### config.mk
export PLATFORM = sky130hd
export DESIGN_NAME = fib_next_calc
export DESIGN_NICKNAME = d
export VERILOG_FILES = /design/src/rtl/fib_next_calc.sv
export SDC_FILE = /design/constraint.sdc
export NUM_CORES = 1
export LEC_CHECK = 0
export CORE_UTILIZATION = 43
export DETAILED_ROUTE_END_ITERATION = 8
export PLACE_DENSITY = 0.95
export SYNTH_ARGS = -nofsm -noshare
export SYNTH_HDL_FRONTEND = slang
export SYNTH_SLANG_ARGS = --single-unit
export TNS_END_PERCENT = 5
### constraint.sdc
create_clock -name vclk -period 3.9
set_clock_uncertainty 0.1 [all_clocks]
set_input_delay 0.78 -clock vclk [all_inputs]
set_output_delay 0.78 -clock vclk [all_outputs]
set_load 0.005 [all_outputs]
### src/rtl/fib_next_calc.sv
// Width-extended Fibonacci adder: next term plus its carry-out as overflow.
module fib_next_calc #(
  parameter int unsigned WIDTH = 32
) (
  input  logic [WIDTH-1:0] i_prev,
  input  logic [WIDTH-1:0] i_curr,
  output logic [WIDTH-1:0] o_sum_c,
  output logic             o_ovf_c
);

  localparam int unsigned SUM_W = WIDTH + 1;

  logic [SUM_W-1:0] w_sum;

  assign w_sum   = SUM_W'(i_prev) + SUM_W'(i_curr);
  assign o_sum_c = w_sum[WIDTH-1:0];
  assign o_ovf_c = w_sum[WIDTH];

endmodule

==> flow_metrics.py, run 1 <==
metrics = {
    "status": {
        "outcome": "stopped before the end",
        "stop_stage": "5_1_grt",
        "firstError": "[ERROR GRT-0116] Global routing finished with congestion. Check the congestion regions in the DRC Viewer.",
    },
    "placed_design": {
        "placed_area_sq_um": 3560,
        "portBuffers": 97,
        "place_hpwl_um": 7440,
        "routabilityCongestion": 0.966,
    },
    "floorplan": {
        "io_pins": 97,
        "row_count": 23,
        "dieWidth_um": 68.9,
        "die_y_um": 68.9,
        "start_util_pct": 46.5,
    },
    "global_routing": {
        "grt_pass1_vias": 4116,
        "grt_pass1_wl_um": 23600,
        "grt_start_max_net_pins": 10,
        "track_usage_pct": 69.8,
        "grt-ovfl-total": 1,
    },
    "synthesis": {
        "yosysUniqueCellTypes": 55,
        "ys_seq_area_share_pct": 0,
        "syn_nets": 369,
        "avgSynthCellArea_sq_um": 7.08,
        "synth_top_area_cell": "ha_1",
        "synth_area_sq_um": 1930,
        "synth_area_leaders": "ha_1, a21oi_1, xnor2_1, a21o_1, xor2_1",
        "yosysWarnings": 0,
        "yosysTopAreaCellShare_pct": 20.8,
        "netlist_instances": 272,
    },
    "cts": {
        "hold_buffers": 0,
    },
}
logic make-up after synthesis:
group	share of synthesized area [%]
adder cells (fa/ha/maj)	21.8
multiplexers	1.04
AO/OA/AOI/OAI	39.5
XOR/XNOR	12.3
AND/OR/NAND/NOR	21.6
buffers and inverters	3.77
layer usage:
metal,GRT usage [%],GRT overflow
met3,59.7,0
met5,40.0,0
met2,84.0,1
met1,68.9,0
met4,64.0,0
stage by stage:
step	setup WS [ns]	hold WS, ns	cells
4_1_cts	-0.206	2.28	504
3_5_place_dp	-0.694	2.55	496
3_3_place_gp	-0.550	2.52	496
2_1_floorplan	0.431	1.57	272
synthesized netlist by cell type, types with 3 or more instances:
cell / count
a21o_1: 14
a21oi_1: 38
nand3_1: 12
xnor2_1: 17
and2_1: 3
and3_1: 5
nor3_1: 6
o211ai_1: 5
clkbuf_1: 7
o21ai_0: 15
inv_1: 8
nand2_1: 22
xor2_1: 10
o31ai_1: 3
nor2_1: 19
ha_1: 32
a31oi_1: 5
a211oi_1: 8
repair_timing:
item	4_1_cts
endpoints found under the setup margin	27
cloned	0
setup buffers	8
hold endpoints to repair	0
resized for setup	94
pin swaps	31
==> inputs of run 2 (changes only) <==
- CORE_UTILIZATION: 43 -> 30
- PLACE_DENSITY: 0.95 -> not set
- PLACE_DENSITY_LB_ADDON: not set -> 0.15
==> flow_metrics.py, run 2 <==
metrics = {
    "global_routing": {
        "grt-ovfl-total": 0,
        "grt_pass1_vias": 2598,
        "track_usage_pct": 20.6,
        "grt_start_max_net_pins": 10,
        "grt_pass1_wl_um": 11400,
        "antenna_found_initial": 0,
    },
    "placed_design": {
        "portBuffers": 97,
        "dp_slack_ns": -0.654,
        "place_hpwl_um": 6000,
        "routabilityCongestion": 0.884,
    },
    "sta": {
        "fin_crit_ns": 3.99,
        "setup_violations": 7,
        "drv_slew": 0,
        "slew_headroom_pct": 70.8,
        "finalHoldViolations": 0,
        "finalCritPeriodShare_pct": 102,
        "setup_slack_ns": -0.0880,
        "rsz0062_at_grt": "yes",
        "max_freq_mhz": 251,
        "worst_pin_slew_ns": 0.436,
    },
    "setup_path": {
        "crit_type": "primary input to primary output",
        "cp_max_fo": 4,
        "worst_setup_path_start_kind": "primary input",
        "crit_required_ns": 3.02,
        "end_kind": "primary output",
        "arrival_ns": 3.11,
    },
    "synthesis": {
        "synth_area_sq_um": 1930,
        "yosys-top-cells-count": "a21oi_1, ha_1, nand2_1",
        "netlist_instances": 272,
        "synth_top_area_cell": "ha_1",
        "yosysUniqueCellTypes": 55,
        "yosysMostFrequentCell": "a21oi_1",
        "syn_nets": 369,
        "yosysTopAreaCellShare_pct": 20.8,
        "ys_seq_area_share_pct": 0,
        "synth_area_leaders": "ha_1, a21oi_1, xnor2_1, a21o_1, xor2_1",
        "avgSynthCellArea_sq_um": 7.08,
        "yosysWarnings": 0,
    },
    "power_and_ir_drop": {
        "p_switching_uw": 324,
        "p_per_area_nw_per_um2": 185,
        "cellLeakagePower_nw": 1.83,
        "swShare_pct": 43.3,
        "seq_power_share_pct": 0,
        "pwr-share-comb_pct": 100.0,
        "ir_drop_uv": 93.1,
        "clkPwrFrac_pct": 0,
        "p_int_uw": 424,
    },
    "cts": {
        "hold_buffers": 0,
    },
    "layout": {
        "drive_above_1_share_pct": 37.4,
        "fin_util_pct": 66.7,
        "nets": 559,
        "final_cell_mix": "buf_4, clkdlybuf4s50_1, a21oi_1",
        "clkbuf_count": 0,
        "regArea_sq_um": 0,
        "n_sequential_cell": 0,
        "layout_commonest_cell": "buf_4",
        "fillCellCount": 510,
        "syn2layout_area_growth_pct": 110,
        "diodes": 0,
    },
    "floorplan": {
        "row_count": 28,
        "start_util_pct": 31.8,
        "io_pins": 97,
        "fp.coreArea_sq_um": 6060,
        "dieWidth_um": 82.1,
        "die_area_sq_um": 6750,
        "die_y_um": 82.1,
    },
    "run": {
        "drv_cap": 0,
    },
    "drt": {
        "drc_errors": 0,
        "via_per_inst": 5.26,
        "drt-initial-drc-count": 63,
        "antenna_left": 0,
        "drt_wl_total_um": 7460,
        "via_count": 2813,
        "firstDrtPassIters": 4,
        "wl_per_cell_um": 14.0,
    },
    "status": {
        "outcome": "finished, violations left",
        "violations": "setup timing",
    },
    "min_path": {
        "hold_path_class": "primary input to primary output",
    },
}
## run 2: kinds of logic (layout without fill, tap and decap cells)
family          Yosys count  count (layout)  share of synthesized area (%)
compound gates          111             111                           39.5
xor+xnor                 27              27                           12.3
fa+ha+maj                33              33                           21.8
buf+inv                  17             205                           3.77
mux                       2               2                           1.04
simple gates             82              82                           21.6
## run 2: power by group through the flow
| stage | Clock [mW] | Combinational (mW) | Sequential, mW |
|---|---|---|---|
| after floorplan | 0 | 0.301 | 0 |
| after global placement | 0 | 0.685 | 0 |
| after detailed placement | 0 | 0.691 | 0 |
| after CTS | 0 | 0.713 | 0 |
| after global routing | 0 | 0.810 | 0 |
| final | 0 | 0.748 | 0 |
## run 2: routing by layer
layer | up-vias | GRT usage, % | part of all wire, %
met5 | - | 0 | 0
met4 | 0 | 3.68 | 1.1
met3 | 9 | 1.21 | 4.0
met2 | 79 | 37.6 | 51
met1 | 1303 | 26.7 | 44
li1 | 1422 | - | -
## run 2: worst paths after layout
kind                        from          end  slack [ns]  cells after the start
worst min-delay path  i_prev[18]  o_sum_c[18]        2.18                      5
worst max-delay path   i_prev[3]  o_sum_c[22]       -0.09                     10
## run 2: critical path, stage by stage
cell             delay (ns)
clkdlybuf4s50_1        0.44
ha_4                   0.30
o211ai_1               0.10
o211ai_1               0.37
a21oi_1                0.14
or2_4                  0.28
buf_6                  0.13
o31ai_4                0.18
xor2_1                 0.22
buf_2                  0.15
## run 2: timing repair
item	4_1_cts	5_1_grt
endpoints found under the setup margin	27	21
buffers inserted	6	3
resized for setup	90	41
endpoints found under the hold margin	0	0
pin swaps	32	23
## run 2: final cells by class
type	count	area, sq um	area share (%)
multi-input combinational	255	2230	55.2
tap	75	93.8	2.32
timing repair buffer	197	1690	41.7
inverter	8	30.0	0.743
## run 2: stage by stage
stage / setup TNS (ns) / total power [mW] / instance area [sq um] / hold slack, ns / std cells
floorplan: 0 / 0.301 / 1930 / 1.57 / 272
global placement: -9.87 / 0.685 / 3630 / 2.53 / 526
detailed placement: -11.43 / 0.691 / 3630 / 2.53 / 526
CTS: -1.00 / 0.713 / 3860 / 2.29 / 532
global route: -1.63 / 0.810 / 4040 / 2.24 / 535
finish: -0.311 / 0.748 / 4040 / 2.18 / 535
No activity file was read; power rests on OpenSTA's default activity.
==> inputs of run 3 (changes only) <==
- CORE_UTILIZATION: 30 -> 43
- TNS_END_PERCENT: 5 -> 10
==> flow_metrics.py, run 3 <==
metrics = {
    "status": {
        "outcome": "stopped before the end",
        "stop_stage": "5_1_grt",
        "firstError": "[ERROR DPL-0038] Utilization greater than 100%, impossible to legalize",
    },
    "synthesis": {
        "synth_top_area_cell": "ha_1",
        "avgSynthCellArea_sq_um": 7.08,
        "yosysMostFrequentCell": "a21oi_1",
        "yosysTopAreaCellShare_pct": 20.8,
        "yosys-top-cells-count": "a21oi_1, ha_1, nand2_1",
        "synth_area_leaders": "ha_1, a21oi_1, xnor2_1, a21o_1, xor2_1",
        "syn_nets": 369,
        "yosysWarnings": 0,
        "yosysUniqueCellTypes": 55,
        "ys_seq_area_share_pct": 0,
        "netlist_instances": 272,
        "synth_area_sq_um": 1930,
    },
    "cts": {
        "hold_buffers": 0,
    },
    "floorplan": {
        "die_y_um": 68.9,
        "start_util_pct": 46.5,
        "io_pins": 97,
        "row_count": 23,
        "dieWidth_um": 68.9,
    },
    "placed_design": {
        "portBuffers": 97,
        "place_hpwl_um": 6920,
        "routabilityCongestion": 0.905,
    },
    "global_routing": {
        "grt_start_max_net_pins": 10,
    },
    "sta": {
        "worst_path_end_type": "output port",
        "grt_repair_worst_endpoint": "o_sum_c[9]",
    },
}
-- run 3: cell counts after synthesis --
Identical to the previous run, type by type.
-- run 3: cells by family after synthesis --
kind of cell	count (synthesis)	synth area share, %
buffers and inverters	17	3.77
XOR/XNOR	27	12.3
adder cells (fa/ha/maj)	33	21.8
AND/OR/NAND/NOR	82	21.6
multiplexers	2	1.04
AO/OA/AOI/OAI	111	39.5
-- run 3: timing repair --
action | CTS
pin swaps | 36
setup buffers | 11
endpoints found under the setup margin | 27
resized for setup | 111
-- run 3: stage by stage --
stage | std cells | hold slack [ns] | instance area, sq um | utilization [%] | worst slack (ns)
floorplan | 272 | 1.57 | 1930 | - | 0.431
global placement | 502 | 2.53 | 3610 | 87.1 | -0.534
detailed placement | 502 | 2.52 | 3610 | 87.1 | -0.674
CTS | 513 | 2.21 | 3940 | 95.0 | -0.181
==> RTL change (config.mk and constraints of run 2) <==
Set the parameter `WIDTH` to 16 (it was 32).
--- a/src/rtl/fib_next_calc.sv
+++ b/src/rtl/fib_next_calc.sv
@@ -2,3 +2,3 @@
 module fib_next_calc #(
-  parameter int unsigned WIDTH = 32
+  parameter int unsigned WIDTH = 16
 ) (
Ports: changed (resized i_curr, i_prev and o_sum_c); port bits go from 97 to 49. The function was not compared with the original's and may differ.
==> RTL change against run 2 <==
Sequential share of layout area unchanged; highest routed layer unchanged; total power shrank 64%; synthesized area shrank 56%; die area fell by 54%; worst setup slack better by 0.12 ns; largest cell class unchanged; wire length decreased by 66%; cell count down 62%; utilization is 10 points lower; non-clock buffer count is 128 lower; design area down 62%.
==> RTL change: results (changes against run 2) <==
GRT Util Overall=16.2% (-4.4 points); multi-input gate count=98 (-62%); Met1 Routed Length=1.09 mm (-67%); Logic inverters=4 (-4); Tightest Pin Transition=0.377 ns (-0.0591 ns); main area contributors after synthesis=ha_1 (23%), a21o_1 (7.9%), xnor2_1 (6.1%); largest net degree at the start of global routing=8 (-2); slowest stage delay, CP=0.52 ns (+0.08 ns); global-route wire length before repair=4.32 mm (-62%); hold path depth=3 (-2); Post-synth top cells=ha_1 (16), a21o_1 (9), a21oi_1 (6), buf_2 (6), xnor2_1 (6); vias in the first global route=1067 (-59%); buffering overhead=41.0% (-0.70 points); met2 GRT Util=31.2% (-6.5 points); routability-driven placement congestion ratio=0.868 (-1.8%); Setup crit start=i_prev[1]; Leak=0.720 nW (-61%); Max VDD drop=0.0000913 V (-2.0%); Hold EP=o_sum_c[1]; net load switching power=0.113 mW (-65%); layout sequential cell count=0 (unchanged); cells after synthesis=110 (-60%); port bufs=49 (-49%); Setup Slack @ Placement=-0.318 ns (+0.336 ns); cts repair resizes=15 (-83%); final wirelength=2.52 mm (-66%); Top Layer Used=met4; Crit path arrival time=2.99 ns (-0.12 ns); HP Start=i_curr[1]; Signal buffers=69 (-65%); DR vias/cell=5.30 (+0.84%); nets=222 (-60%); final hold slack=2.30 ns (+0.121 ns); non-filler cells, final=202 (-62%); dpl cell area=0.00149 mm^2 (-59%); met3 WL=140 um (-53%); dpl hpwl=2.09 mm (-65%); layout cell share with drive strength beyond 1=21.1% (-16 points); Synth cell types=39 (-29%); footprint of the multi-input gates=861 um^2 (-61%); area delta synth->final=81.1%; Post-CTS Setup Repair Bufs=0 (-6); Power Density=176 mW/mm^2 (-4.9%); initial DRC count=23 (-63%); status=complete, no violations; M3 GR Usage=1.64% (+0.43 points); met2 WL post-DR=1.27 mm (-67%); FILL cells=272 (-47%); met1 Track Usage GR=20.0% (-6.7 points); family with the most delay on the worst path=buffers and inverters
RTL change: changes by cell type after synthesis, moves of 11 or more:
| cell | run 2 | this run |
|---|---|---|
| xnor2_1 | 17 | 6 |
| nand2_1 | 22 | 4 |
| a21oi_1 | 38 | 6 |
| o21ai_0 | 15 | 4 |
| ha_1 | 32 | 16 |
| nor2_1 | 19 | 3 |
RTL change: logic make-up after synthesis:
kind of cell	after synthesis	synth area share, %
AND/OR/NAND/NOR	27	17.1
AO/OA/AOI/OAI	44	39.9
buffers and inverters	12	7.02
adder cells (fa/ha/maj)	17	25.7
XOR/XNOR	10	10.2
RTL change: worst max-delay path by stage:
stage | endpoint | slack (ns) | depth (start not counted)
2_1_floorplan | o_sum_c[14] | 0.63 | 6
3_3_place_gp | o_sum_c[14] | -0.28 | 9
3_5_place_dp | o_sum_c[14] | -0.32 | 9
4_1_cts | o_sum_c[11] | 0.03 | 9
5_1_grt | o_sum_c[15] | -0.07 | 8
6_report | o_sum_c[15] | 0.03 | 8
